**src/rtl/gmem_controller.sv**
```systemverilog
// gmem_controller: routes single-word cache read/write requests onto a set of
// memory channels, each channel arbitrating round-robin across the cache ports
// and relaying the memory response back over a four-phase valid/ready handshake.
module gmem_controller #(
    parameter int ADDR_BITS     = 8,
    parameter int DATA_BITS     = 8,
    parameter int NUM_CONSUMERS = 4,
    parameter int NUM_CHANNELS  = 1,
    parameter int WRITE_ENABLE  = 1
) (
    input  logic                                    clk,
    input  logic                                    reset,
    input  logic [NUM_CONSUMERS-1:0]                consumer_read_valid,
    input  logic [NUM_CONSUMERS-1:0][ADDR_BITS-1:0] consumer_read_address,
    output logic [NUM_CONSUMERS-1:0]                consumer_read_ready,
    output logic [NUM_CONSUMERS-1:0][DATA_BITS-1:0] consumer_read_data,
    input  logic [NUM_CONSUMERS-1:0]                consumer_write_valid,
    input  logic [NUM_CONSUMERS-1:0][ADDR_BITS-1:0] consumer_write_address,
    input  logic [NUM_CONSUMERS-1:0][DATA_BITS-1:0] consumer_write_data,
    output logic [NUM_CONSUMERS-1:0]                consumer_write_ready,
    output logic [NUM_CHANNELS-1:0]                 mem_read_valid,
    output logic [NUM_CHANNELS-1:0][ADDR_BITS-1:0]  mem_read_address,
    input  logic [NUM_CHANNELS-1:0]                 mem_read_ready,
    input  logic [NUM_CHANNELS-1:0][DATA_BITS-1:0]  mem_read_data,
    output logic [NUM_CHANNELS-1:0]                 mem_write_valid,
    output logic [NUM_CHANNELS-1:0][ADDR_BITS-1:0]  mem_write_address,
    output logic [NUM_CHANNELS-1:0][DATA_BITS-1:0]  mem_write_data,
    input  logic [NUM_CHANNELS-1:0]                 mem_write_ready
);

    localparam int CW = (NUM_CONSUMERS > 1) ? $clog2(NUM_CONSUMERS) : 1;

    typedef enum logic [2:0] {
        IDLE        = 3'd0,
        READ_WAIT   = 3'd1,
        WRITE_WAIT  = 3'd2,
        READ_RELAY  = 3'd3,
        WRITE_RELAY = 3'd4
    } state_t;

    state_t        state_q  [NUM_CHANNELS];
    state_t        state_d  [NUM_CHANNELS];
    logic [CW-1:0] rr_ptr_q [NUM_CHANNELS];
    logic [CW-1:0] rr_ptr_d [NUM_CHANNELS];
    logic [CW-1:0] owner_q  [NUM_CHANNELS];
    logic [CW-1:0] owner_d  [NUM_CHANNELS];

    logic [NUM_CONSUMERS-1:0]                claim_q, claim_d;
    logic [NUM_CONSUMERS-1:0]                c_rrdy_q, c_rrdy_d;
    logic [NUM_CONSUMERS-1:0]                c_wrdy_q, c_wrdy_d;
    logic [NUM_CONSUMERS-1:0][DATA_BITS-1:0] c_rdata_q, c_rdata_d;
    logic [NUM_CHANNELS-1:0]                 m_rv_q, m_rv_d;
    logic [NUM_CHANNELS-1:0]                 m_wv_q, m_wv_d;
    logic [NUM_CHANNELS-1:0][ADDR_BITS-1:0]  m_ra_q, m_ra_d;
    logic [NUM_CHANNELS-1:0][ADDR_BITS-1:0]  m_wa_q, m_wa_d;
    logic [NUM_CHANNELS-1:0][DATA_BITS-1:0]  m_wd_q, m_wd_d;

    logic [NUM_CONSUMERS-1:0] wr_req;
    logic [NUM_CONSUMERS-1:0] taken;
    logic                     found;
    logic [CW-1:0]            pick;
    logic [CW-1:0]            cand;

    // Next-state for every channel; channels are walked in index order so a
    // consumer granted by a lower channel this cycle is invisible to higher ones.
    // Claims released this cycle stay in 'taken' until the following cycle.
    always_comb begin
        state_d   = state_q;
        rr_ptr_d  = rr_ptr_q;
        owner_d   = owner_q;
        claim_d   = claim_q;
        c_rrdy_d  = c_rrdy_q;
        c_wrdy_d  = c_wrdy_q;
        c_rdata_d = c_rdata_q;
        m_rv_d    = m_rv_q;
        m_wv_d    = m_wv_q;
        m_ra_d    = m_ra_q;
        m_wa_d    = m_wa_q;
        m_wd_d    = m_wd_q;
        wr_req    = (WRITE_ENABLE != 0) ? consumer_write_valid : '0;
        taken     = claim_q;
        found     = 1'b0;
        pick      = '0;
        cand      = '0;

        for (int ch = 0; ch < NUM_CHANNELS; ch++) begin
            case (state_q[ch])
                IDLE: begin
                    found = 1'b0;
                    pick  = '0;
                    for (int k = 0; k < NUM_CONSUMERS; k++) begin
                        cand = CW'((int'(rr_ptr_q[ch]) + k) % NUM_CONSUMERS);
                        if (!found && !taken[cand] &&
                            (consumer_read_valid[cand] || wr_req[cand])) begin
                            found = 1'b1;
                            pick  = cand;
                        end
                    end
                    if (found) begin
                        taken[pick]  = 1'b1;
                        claim_d[pick] = 1'b1;
                        owner_d[ch]  = pick;
                        rr_ptr_d[ch] = CW'((int'(pick) + 1) % NUM_CONSUMERS);
                        if (consumer_read_valid[pick]) begin
                            m_rv_d[ch]  = 1'b1;
                            m_ra_d[ch]  = consumer_read_address[pick];
                            state_d[ch] = READ_WAIT;
                        end else begin
                            m_wv_d[ch]  = 1'b1;
                            m_wa_d[ch]  = consumer_write_address[pick];
                            m_wd_d[ch]  = consumer_write_data[pick];
                            state_d[ch] = WRITE_WAIT;
                        end
                    end
                end
                READ_WAIT: begin
                    if (mem_read_ready[ch]) begin
                        m_rv_d[ch]                = 1'b0;
                        c_rdata_d[owner_q[ch]]    = mem_read_data[ch];
                        c_rrdy_d[owner_q[ch]]     = 1'b1;
                        state_d[ch]               = READ_RELAY;
                    end
                end
                WRITE_WAIT: begin
                    if (mem_write_ready[ch]) begin
                        m_wv_d[ch]            = 1'b0;
                        c_wrdy_d[owner_q[ch]] = 1'b1;
                        state_d[ch]           = WRITE_RELAY;
                    end
                end
                READ_RELAY: begin
                    if (!consumer_read_valid[owner_q[ch]]) begin
                        c_rrdy_d[owner_q[ch]] = 1'b0;
                        claim_d[owner_q[ch]]  = 1'b0;
                        state_d[ch]           = IDLE;
                    end
                end
                WRITE_RELAY: begin
                    if (!consumer_write_valid[owner_q[ch]]) begin
                        c_wrdy_d[owner_q[ch]] = 1'b0;
                        claim_d[owner_q[ch]]  = 1'b0;
                        state_d[ch]           = IDLE;
                    end
                end
                default: state_d[ch] = IDLE;
            endcase
        end
    end

    // Channel FSMs and all registered outputs; reset aborts any transaction silently.
    always_ff @(posedge clk or posedge reset) begin
        if (reset) begin
            for (int ch = 0; ch < NUM_CHANNELS; ch++) begin
                state_q[ch]  <= IDLE;
                rr_ptr_q[ch] <= '0;
                owner_q[ch]  <= '0;
            end
            claim_q   <= '0;
            c_rrdy_q  <= '0;
            c_wrdy_q  <= '0;
            c_rdata_q <= '0;
            m_rv_q    <= '0;
            m_wv_q    <= '0;
            m_ra_q    <= '0;
            m_wa_q    <= '0;
            m_wd_q    <= '0;
        end else begin
            state_q   <= state_d;
            rr_ptr_q  <= rr_ptr_d;
            owner_q   <= owner_d;
            claim_q   <= claim_d;
            c_rrdy_q  <= c_rrdy_d;
            c_wrdy_q  <= c_wrdy_d;
            c_rdata_q <= c_rdata_d;
            m_rv_q    <= m_rv_d;
            m_wv_q    <= m_wv_d;
            m_ra_q    <= m_ra_d;
            m_wa_q    <= m_wa_d;
            m_wd_q    <= m_wd_d;
        end
    end

    assign consumer_read_ready  = c_rrdy_q;
    assign consumer_read_data   = c_rdata_q;
    assign mem_read_valid       = m_rv_q;
    assign mem_read_address     = m_ra_q;
    assign consumer_write_ready = (WRITE_ENABLE != 0) ? c_wrdy_q : '0;
    assign mem_write_valid      = (WRITE_ENABLE != 0) ? m_wv_q   : '0;
    assign mem_write_address    = (WRITE_ENABLE != 0) ? m_wa_q   : '0;
    assign mem_write_data       = (WRITE_ENABLE != 0) ? m_wd_q   : '0;

endmodule

```
**config.mk**
```make
export PLATFORM = sky130hd
export DESIGN_NAME = gmem_controller
export DESIGN_NICKNAME = d
export VERILOG_FILES = /design/src/rtl/gmem_controller.sv
export SDC_FILE = /design/constraint.sdc
export NUM_CORES = 1
export LEC_CHECK = 0
export ABC_CLOCK_PERIOD_IN_PS = 5800
export BUFFER_PORTS_ARGS = -buffer_cell sky130_fd_sc_hd__buf_2
export CELL_PAD_IN_SITES_DETAIL_PLACEMENT = 1
export CELL_PAD_IN_SITES_GLOBAL_PLACEMENT = 1
export CORE_ASPECT_RATIO = 0.8
export CORE_UTILIZATION = 39
export CTS_CLUSTER_DIAMETER = 80
export DETAILED_ROUTE_END_ITERATION = 10
export PLACE_DENSITY = 0.85
export SYNTH_ARGS = -nofsm -noshare
export SYNTH_HDL_FRONTEND = slang
export SYNTH_SLANG_ARGS = --single-unit
```
**constraint.sdc**
```tcl
create_clock -name clk -period 5.8 [get_ports clk]
set_clock_uncertainty 0.1 [all_clocks]
set_input_delay 0.29 -clock clk [delete_from_list [all_inputs] [get_ports clk]]
set_output_delay 0.29 -clock clk [all_outputs]
set_load 0.005 [all_outputs]
```
==> results of run 1 <==
-- cell type report --
type,count,area (sq um)
multi-input combinational,221,2040
clock buffer,9,225
fill,1126,4450
timing repair buffer,185,936
tap,136,170
clock inverter,7,63.8
sequential,77,1930
inverter,9,35.0
-- critical path, cell delays in order, from the launching register on --
cell	delay, ns
dfrtp_1	0.40
o21bai_1	0.20
nand2_1	0.15
nor3_1	0.10
nor4_2	0.76
and2_1	0.53
mux2_1	0.39
-- final timing paths --
kind,startpoint,endpoint,slack (ns),cells past startpoint
worst max-delay path,claim_q[2],mem_read_address[1],3.04,6
worst min-delay path,mem_read_data[1],consumer_read_data[9],0.09,2
worst max register to register,claim_q[2],mem_read_address[1],3.04,6
worst min register to register,consumer_read_data[25],consumer_read_data[25],0.38,1
max in group asynchronous,reset,mem_write_valid,4.81,3
min in group asynchronous,reset,consumer_read_data[15],0.12,3
-- power groups by stage --
stage	logic (mW)	clock network [mW]	registers [mW]
2_1_floorplan	1.09	0	0.961
3_3_place_gp	1.53	0	0.982
3_5_place_dp	1.61	0	1.00
4_1_cts	1.64	0.561	0.997
5_1_grt	1.75	0.579	1.03
6_report	1.61	0.546	0.995
-- stage by stage --
step	setup WS [ns]	power, mW	instances	area (sq um)	utilization
2_1_floorplan	3.23	2.05	323	4050	-
5_1_grt	2.84	3.36	644	5400	0.548
4_1_cts	3.01	3.20	644	5400	0.548
3_5_place_dp	3.03	2.61	628	5110	0.519
3_3_place_gp	3.14	2.51	628	5110	0.519
6_report	3.04	3.15	644	5400	0.548
-- cell usage in the layout (no fill, tap or decap), types with 2 or more instances in the layout --
master     instances
o21ai_1            5
buf_2            181
inv_2              2
a21oi_1           11
ha_1               4
o21ba_2            2
nand3_1            3
clkinv_4           2
mux4_2             3
nand3b_1           3
nor3_1             4
mux2_2            13
o22ai_1            4
dfrtp_1           77
and3_1             2
nand2_1           14
mux2_1            50
buf_4              4
inv_1              6
nor2_1             6
nor2b_1            4
inv_6              4
o21bai_1           4
mux2i_1           72
clkbuf_16          9
a22o_1             2
-- metal layers --
| layer | vias up | track usage | wire, um | part of all wire |
|---|---|---|---|---|
| li1 | 1536 | - | - | - |
| met1 | 1669 | 0.272 | 4780 | 0.40 |
| met2 | 90 | 0.400 | 6370 | 0.54 |
| met3 | 17 | 0.0518 | 476 | 0.040 |
| met4 | 0 | 0.0630 | 187 | 0.016 |
| met5 | - | 0 | 0 | 0 |
-- logic make-up after synthesis --
group | after synthesis
adders and majority gates | 4
and+or+nand+nor | 42
buffers and inverters | 25
DFF | 77
xor gates and xnor gates | 1
muxes | 138
AOI/OAI and AO/OA | 36
==> run metrics, run 1 <==
synthesized netlist cell count 323; Compound-Gate Fraction of Synth Area 0.0590; clock network power share 0.173; worst path arrival time 2.87 ns; Max-slew headroom 0.323; combinational cell fraction of total power 0.511; post-synthesis area per instance 12.5 sq um; vias per cell 5.14; endpoints failing setup 0; post-synthesis sequential area ratio 0.476; period utilization 0.476; grt ovf 0; Clock Latency Late Sink 0.34 ns; dpl hpwl 8.88 mm; Clock transition at path regs 0.07 ns; initial antenna violation count 0; cell taking the most area after synthesis dfrtp_1; Critical Path RT 5.91 ns; TritonCTS buffer count 9; Reg power frac 0.316; PwrDens 583 nW/um^2; pin count of the biggest net entering global routing 78; Post-DRT Antenna Nets 0; top-area cell type share of the netlist area 0.476; GRT Util Overall 0.225; Residual DRC 0; vias in the first global route 3,489; slew of the pin with the lowest slew margin 1.01 ns; Sw Pwr 1.23 mW; top_reg_cell synth dfrtp_1; H-tree lvl count 3; Setup Fix Bufs, Post-CTS 0; max cap viols 0; GPL Wtd Cong 0.787; IO Port Bufs 181; adder-cell share of the synthesized area 0.0124; sum of negative setup slack 0 ns; Synthesis Warnings 0; DR iter-0 viols 79; layout cells sized above 1 0.445; Synth Area in XOR/XNOR 0.00216; Final Net Count 623; post-synthesis simple-gate area fraction 0.0541; top post-synthesis cells by count 77 x dfrtp_1, 72 x mux2i_1, 50 x mux2_1, 14 x nand2_1, 13 x mux2_2; diode count 0; sw frac 0.391; mux share of post-synthesis cell area 0.370; Mapped Nets 443; Final Max Slew Viols 0; Seq cells post-synth 77; Wirelength per Cell 18.3 um; WHS 0.0950 ns; top-count cell post-synth dfrtp_1; fin crit period 2.76 ns; Rows 32; Die X 116 um; EDFF count, synth 0; total die area 10,800 sq um; crit path capture type flop; CTS Hold Bufs 0; first-pass GRT wire length 18.2 mm; Top-Level Pins 182; post-synthesis async set-or-reset flop share 1.00; Unique masters post-synth 39; Max Freq 362 MHz; Mapped Area 4050 sq um; Routed WL 11.8 mm; Via Count 3,312; most area-consuming cells after synthesis dfrtp_1 48%, mux2i_1 18%, mux2_1 14%; DRT Pass-1 Iters 4; Internal 1.92 mW; CTS resizes 0; RSZ-0062 raised after global routing false; Layout area overhead 33.4%; Root Driver clkbuf_16; VDD IR max 0.322 mV; crit-path max FO 10; clk sinks 77; main combinational cell family by area after synthesis multiplexers; CP startpoint kind flop; die span in y 93.2 um; starting density of the core 0.411; Longest Clk Path Bufs 2; Hold Fails Final Rpt 0; status complete, no violations; TritonCTS clock tree done; total core area 9850 sq um; Pleak 2.77 nW; critical path class flop to flop; worst hold path class input pin to flop
Power figures use the tool's default switching activity.
==> run 2, diff against run 1 <==
==> config.mk (replaced) <==
export PLATFORM = sky130hd
export DESIGN_NAME = gmem_controller
export DESIGN_NICKNAME = d
export VERILOG_FILES = /design/src/rtl/gmem_controller.sv
export SDC_FILE = /design/constraint.sdc
export NUM_CORES = 1
export LEC_CHECK = 0
export ABC_AREA = 1
export ABC_CLOCK_PERIOD_IN_PS = 2700
export BUFFER_PORTS_ARGS = -buffer_cell sky130_fd_sc_hd__buf_2
export CELL_PAD_IN_SITES_DETAIL_PLACEMENT = 1
export CELL_PAD_IN_SITES_GLOBAL_PLACEMENT = 1
export CORE_ASPECT_RATIO = 0.8
export CORE_UTILIZATION = 33
export CTS_CLUSTER_DIAMETER = 80
export DETAILED_ROUTE_END_ITERATION = 10
export PLACE_DENSITY = 0.79
export SYNTH_ARGS = -nofsm -noshare
export SYNTH_HDL_FRONTEND = slang
export SYNTH_SLANG_ARGS = --single-unit
==> constraint.sdc (replaced) <==
create_clock -name clk -period 2.7 [get_ports clk]
set_clock_uncertainty 0.1 [all_clocks]
set_input_delay 0.135 -clock clk [delete_from_list [all_inputs] [get_ports clk]]
set_output_delay 0.135 -clock clk [all_outputs]
set_load 0.005 [all_outputs]
==> run 2 against run 1 <==
Effect of this change: sequential cell count stayed put; final area grew 7.3%; maximum frequency up 12%; worst setup slack got worse by 2.8 ns; register-to-register slack got worse by 2.8 ns; hold slack lost 0.065 ns; sequential power increased by 100%; combinational power rose to 3.2 times the previous value; power rose to 2.6 times the previous value; critical path depth is 10 higher; first-iteration DRC count grew to 2.7 times the previous value; critical path type unchanged.
==> run metrics, run 2 <==
Max-slew headroom 0.370 (+0.0474); top-count cell post-synth nand2_1; Residual DRC 0 (unchanged); fin crit period 2.47 ns (-0.288 ns); Reg power frac 0.244 (-0.072); Wirelength per Cell 15.2 um (-17%); Mapped Nets 732 (+65%); post-synthesis area per instance 7.16 sq um (-43%); Worst R2R End mem_write_address[0]; Hold Fails Final Rpt 0 (unchanged); Via Count 4,756 (+44%); first-pass GRT wire length 24.2 mm (+33%); Longest Clk Path Bufs 2 (unchanged); commonest non-fill, non-tap cell in the layout nand2_1; IO Port Bufs 181 (unchanged); diode count 0 (unchanged); slew of the pin with the lowest slew margin 0.944 ns (-0.0638 ns); Top-Level Pins 182 (unchanged); Hold Crit Start mem_write_ready; Mapped Area 4380 sq um (+8.2%); Min-Delay Path Depth 3 (+1); post-synthesis async set-or-reset flop share 1.00 (unchanged); crit-path max FO 32 (+22); Layout area overhead 32.2%; cell taking the most area after synthesis dfrtp_1; Filler cells 1,717 (+52%); TritonCTS clock tree done; DR iter-0 viols 216 (+170%); total die area 13,700 sq um (+27%); Pleak 3.20 nW (+15%); Clock transition at path regs 0.06 ns (about the same); sw frac 0.501 (+0.109); period utilization 0.915 (+0.439); pin count of the biggest net entering global routing 65 (-17%); most frequent cells in the layout 198 x nand2_1, 181 x buf_2, 86 x o21ai_0; Seq cells post-synth 77 (unchanged); PwrDens 1440 nW/um^2 (+150%); Sw Pwr 4.17 mW (+240%); Final Max Slew Viols 0 (unchanged); WHS 0.0296 ns (-0.0654 ns); combinational cell fraction of total power 0.625 (+0.114); Critical Path RT 2.86 ns (-3.05 ns); layout cells sized above 1 0.291 (-0.154); top post-synthesis cells by count 198 x nand2_1, 86 x o21ai_0, 77 x dfrtp_1, 67 x nor2_1, 55 x inv_1; grt ovf 0 (unchanged); die span in y 105 um (+13%); Post-DRT Antenna Nets 0 (unchanged); post-synthesis sequential area ratio 0.440 (-0.0360); starting density of the core 0.339 (-0.0720); most area-consuming cells after synthesis dfrtp_1 44%, nand2_1 17%, o21ai_0 9.8%; Root Driver clkbuf_16; TritonCTS buffer count 9 (unchanged); CP startpoint kind flop; Clock Latency Late Sink 0.33 ns (about the same); clk sinks 77 (unchanged); synthesized netlist cell count 612 (+89%); Die X 131 um (+13%); VDD IR max 0.720 mV (+120%); vias per cell 4.88 (-5.2%); initial antenna violation count 0 (unchanged); Synthesis Warnings 0 (unchanged); top-area cell type share of the netlist area 0.440 (-0.0360); endpoints failing setup 0 (unchanged); Final Non-Filler Cells 975 (+51%); Worst Hold Path EP state_q[2]; H-tree lvl count 3 (unchanged); top_reg_cell synth dfrtp_1; r2r worst-path depth 16 (+10); clock network power share 0.131 (-0.042); GPL Wtd Cong 0.855 (+8.7%); reg2reg setup slack 0.23 ns (-2.81 ns); Routed WL 14.8 mm (+25%); dpl hpwl 11.5 mm (+30%); vias in the first global route 4,967 (+42%); Final Net Count 915 (+47%); max cap viols 0 (unchanged); worst hold path class input pin to flop; post-placement cell count 954 (+52%); Crit Reg-Reg Startpoint rr_ptr_q[0]; status complete, no violations; sum of negative setup slack 0 ns (unchanged); GRT Util Overall 0.224 (-0.00143); Rows 37 (+16%); Unique masters post-synth 31 (-21%); critical path class flop to flop; total core area 12,900 sq um (+31%); EDFF count, synth 0 (unchanged); worst path arrival time 2.63 ns (-0.24 ns); Max Freq 405 MHz (+12%); crit path capture type flop; Internal 4.16 mW (+120%); DRT Pass-1 Iters 4 (unchanged); RSZ-0062 raised after global routing false
[run 2: changes by cell type in the layout (fill, tap and decap cells not counted), moves of 6 or more]
cell,delta
mux2_2,-13
a21oi_1,+15
mux2_1,-50
o211ai_1,+8
nand3_1,+21
nor2_1,+61
o21ai_0,+85
buf_4,+6
inv_1,+48
mux2i_1,-72
nand2_1,+184
[run 2: final cells by class]
type	instances	area (sq um)	share of cell area
clock buffers	10	229	0.0395
clock inverters	6	40.0	0.00691
inverters	60	229	0.0395
multi-input cells	452	2110	0.364
flip-flops and latches	77	1930	0.333
well taps	175	219	0.0378
repair buffers	195	1040	0.180
[run 2: metal layers]
layer	share of wire	GRT usage
met1	0.44	0.281
met2	0.50	0.387
met3	0.051	0.0481
met4	0.012	0.0534
met5	0	0
[run 2: cell families (layout without fill, tap and decap cells)]
| family | after synthesis | count (layout) | share of synthesized area |
|---|---|---|---|
| simple gates | 308 | 308 | 0.294 |
| xor+xnor | 1 | 1 | 0.00371 |
| buf+inv | 83 | 271 | 0.0820 |
| flops | 77 | 77 | 0.440 |
| compound gates | 139 | 139 | 0.170 |
| fa+ha+maj | 4 | 4 | 0.0114 |
[run 2: critical path: stages, from the launching register on]
cell and delay (ns):
dfrtp_2 0.48, buf_4 0.19, nand3_1 0.11, nand2_1 0.12, inv_1 0.06, o21ai_1 0.22, nand3_2 0.14, nand2_2 0.12
nand2_4 0.09, inv_2 0.12, buf_12 0.18, nand2_1 0.07, nand2_1 0.08, nand2_1 0.05, o21ai_0 0.12, nor2_1 0.06
nor2_1 0.08
[run 2: worst max-delay path by stage]
| stage | slack, ns | endpoint | startpoint | cells after the start |
|---|---|---|---|---|
| 3_5_place_dp | 0.02 | mem_read_address[4] | rr_ptr_q[0] | 14 |
| 4_1_cts | 0.14 | mem_write_address[0] | rr_ptr_q[0] | 13 |
| 5_1_grt | 0.02 | mem_write_address[0] | rr_ptr_q[0] | 13 |
| 6_report | 0.23 | mem_write_address[0] | rr_ptr_q[0] | 16 |
| 2_1_floorplan | 0.50 | asynchronous set/reset pin | reset | 1 |
| 3_3_place_gp | 0.17 | mem_write_address[0] | rr_ptr_q[0] | 13 |
[run 2: timing repair]
| item | CTS | global route |
|---|---|---|
| buffers inserted | 0 | 4 |
| gates resized for setup | 2 | 3 |
| hold buffers | 1 | 0 |
| setup endpoints to repair | 4 | 13 |
| pin swaps | 0 | 1 |
| endpoints found under the hold margin | 52 | 0 |
[run 2: power by group through the flow]
| stage | sequential, mW | clock [mW] | combinational (mW) |
|---|---|---|---|
| after global placement | 2.03 | 0 | 4.92 |
| final | 2.03 | 1.09 | 5.20 |
| after detailed placement | 2.05 | 0 | 5.14 |
| after CTS | 2.05 | 1.11 | 5.20 |
| after floorplan | 2.02 | 0 | 3.46 |
| after global routing | 2.10 | 1.16 | 5.92 |
[run 2: stage by stage]
step | total power [mW] | area (sq um) | setup slack (ns) | util
3_3_place_gp | 6.94 | 5470 | 0.172 | 0.423
3_5_place_dp | 7.18 | 5470 | 0.0225 | 0.423
5_1_grt | 9.17 | 5790 | 0.0170 | 0.449
2_1_floorplan | 5.48 | 4380 | 0.498 | -
4_1_cts | 8.36 | 5760 | 0.144 | 0.446
6_report | 8.33 | 5790 | 0.230 | 0.449
==> run 3, diff against run 2 <==
--- a/config.mk
+++ b/config.mk
@@ -8,7 +8,7 @@
 export ABC_AREA = 1
 export ABC_CLOCK_PERIOD_IN_PS = 2700
 export BUFFER_PORTS_ARGS = -buffer_cell sky130_fd_sc_hd__buf_2
-export CELL_PAD_IN_SITES_DETAIL_PLACEMENT = 1
+export CELL_PAD_IN_SITES_DETAIL_PLACEMENT = 0
 export CELL_PAD_IN_SITES_GLOBAL_PLACEMENT = 1
 export CORE_ASPECT_RATIO = 0.8
 export CORE_UTILIZATION = 33
==> run 3 against run 2 <==
Effect of this change: die area did not move; final area decreased by 0.13%; non-clock buffer count is 3 lower; routed wire length is 12% lower; sequential share of layout area about the same; cell count down 0.21%; register-to-register slack better by 0.02 ns; largest cell class unchanged; largest power group unchanged; highest routed layer unchanged.
==> run metrics, run 3 (synthesis results as in run 2) <==
status complete, no violations; Max-slew headroom 0.366 (-0.00457); register area 1930 sq um (unchanged); fin crit period 2.45 ns (-0.0199 ns); Hold Fails Final Rpt 0 (unchanged); die span in y 105 um (unchanged); layout cells sized above 1 0.290 (-0.00141); pin count of the biggest net entering global routing 65 (unchanged); slew of the pin with the lowest slew margin 0.950 ns (+0.00684 ns); Rows 37 (unchanged); crit-path max FO 32 (unchanged); GRT Util Overall 0.199 (-0.0248); Final Net Count 912 (-0.33%); TritonCTS clock tree done; WL met2 6.04 mm (-18%); vias in the first global route 4,481 (-9.8%); Clock Latency Late Sink 0.33 ns (about the same); Die X 131 um (unchanged); DR top layer met4; finished layout cell area 5790 sq um (-0.13%); most frequent cells in the layout 198 x nand2_1, 182 x buf_2, 86 x o21ai_0; DRT Pass-1 Iters 5 (+1); Top-Level Pins 182 (unchanged); final core occ 0.448 (-0.000581); first-pass GRT wire length 21.4 mm (-12%); GPL Wtd Cong 0.855 (unchanged); Post-DRT Antenna Nets 0 (unchanged); Multi-input gate area 2110 sq um (unchanged); starting density of the core 0.339 (unchanged); post-placement cell count 954 (unchanged); crit path capture type flop; Residual DRC 0 (unchanged); Longest Clk Path Bufs 2 (unchanged); dpl hpwl 10.1 mm (-12%); Pleak 3.19 nW (-0.49%); WHS 0.0290 ns (-0.000543 ns); RSZ-0062 raised after global routing false; Filler cells 1,356 (-21%); placed instance area 5470 sq um (unchanged); DR WL met3 811 um (+6.6%); clk sinks 77 (unchanged); H-tree lvl count 3 (unchanged); sum of negative setup slack 0 ns (unchanged); Critical Path RT 2.86 ns (about the same); IO Port Bufs 181 (unchanged); worst path arrival time 2.61 ns (-0.02 ns); Routed WL 13.0 mm (-12%); max cap viols 0 (unchanged); total core area 12,900 sq um (unchanged); vias per cell 4.69 (-3.9%); Final Non-Filler Cells 973 (-0.21%); Wirelength per Cell 13.4 um (-12%); DR iter-0 viols 257 (+19%); Max Freq 408 MHz (+0.81%); Final Max Slew Viols 0 (unchanged); Root Driver clkbuf_16; Layout area overhead 32.1%; critical path class flop to flop; period utilization 0.908 (-0.00738); PwrDens 1410 nW/um^2 (-2.0%); grt ovf 0 (unchanged); Via Count 4,560 (-4.1%); commonest non-fill, non-tap cell in the layout nand2_1; wl on met1 5.95 mm (-8.5%); initial antenna violation count 1 (+1); worst hold path class input pin to flop; endpoints failing setup 0 (unchanged); VDD IR max 0.640 mV (-11%); TritonCTS buffer count 9 (unchanged); Clock transition at path regs 0.06 ns (about the same); total die area 13,700 sq um (unchanged); CP startpoint kind flop
## run 3: path summary, 6_finish.rpt
kind	start	endpoint	slack, ns	depth (start not counted)
worst max-delay path	rr_ptr_q[0]	mem_write_address[0]	0.25	18
min in group asynchronous	reset	mem_read_address[0]	0.44	3
worst min register to register	mem_read_valid	mem_read_valid	0.37	2
worst max register to register	rr_ptr_q[0]	mem_write_address[0]	0.25	18
max in group asynchronous	reset	consumer_read_data[6]	1.33	4
worst min-delay path	mem_read_data[2]	consumer_read_data[2]	0.03	3
## run 3: layer usage
layer,track usage,up-vias
met5,0,-
met4,0.0525,0
met3,0.0445,12
met2,0.325,159
met1,0.263,2063
li1,-,2326
## run 3: per-stage QoR
stage                     power (mW)  worst slack (ns)
after floorplan                 5.48             0.498
after global placement          6.94             0.172
after detailed placement        7.01             0.110
after CTS                       8.18            0.0969
after global routing            9.06           0.00983
final                           8.15             0.250
## run 3: worst max-delay path, stage by stage (launching register included)
cell     delay [ns]
dfrtp_2        0.48
buf_2          0.22
nand2_1        0.07
nand2_1        0.06
nand2_1        0.09
nand3_2        0.07
nand2_2        0.08
nor2_4         0.11
nand3_2        0.10
nand2_2        0.11
nand2_4        0.09
inv_2          0.12
buf_12         0.18
nand2_1        0.06
nand2_1        0.08
nand2_1        0.05
o21ai_0        0.13
nor2_1         0.07
nor2_1         0.08
## run 3: repair_timing
item / 4_1_cts / 5_1_grt
hold buffers: 1 / 0
endpoints found under the setup margin: 0 / 26
gates resized for setup: 0 / 3
setup buffers: 0 / 1
endpoints found under the hold margin: 52 / 0
## run 3: area by class of cell
| type | count | share of cell area |
|---|---|---|
| Tap cell | 175 | 0.0378 |
| Clock buffer | 9 | 0.0389 |
| Multi-Input combinational cell | 452 | 0.364 |
| Antenna cell | 1 | 0.000432 |
| Sequential cell | 77 | 0.333 |
| Clock inverter | 7 | 0.0102 |
| Timing Repair Buffer | 192 | 0.176 |
| Inverter | 60 | 0.0396 |
## run 3: report_power, final
part	internal (mW)	switching, mW
registers	1.69	0.338
clock network	0.635	0.499
logic	1.82	3.17
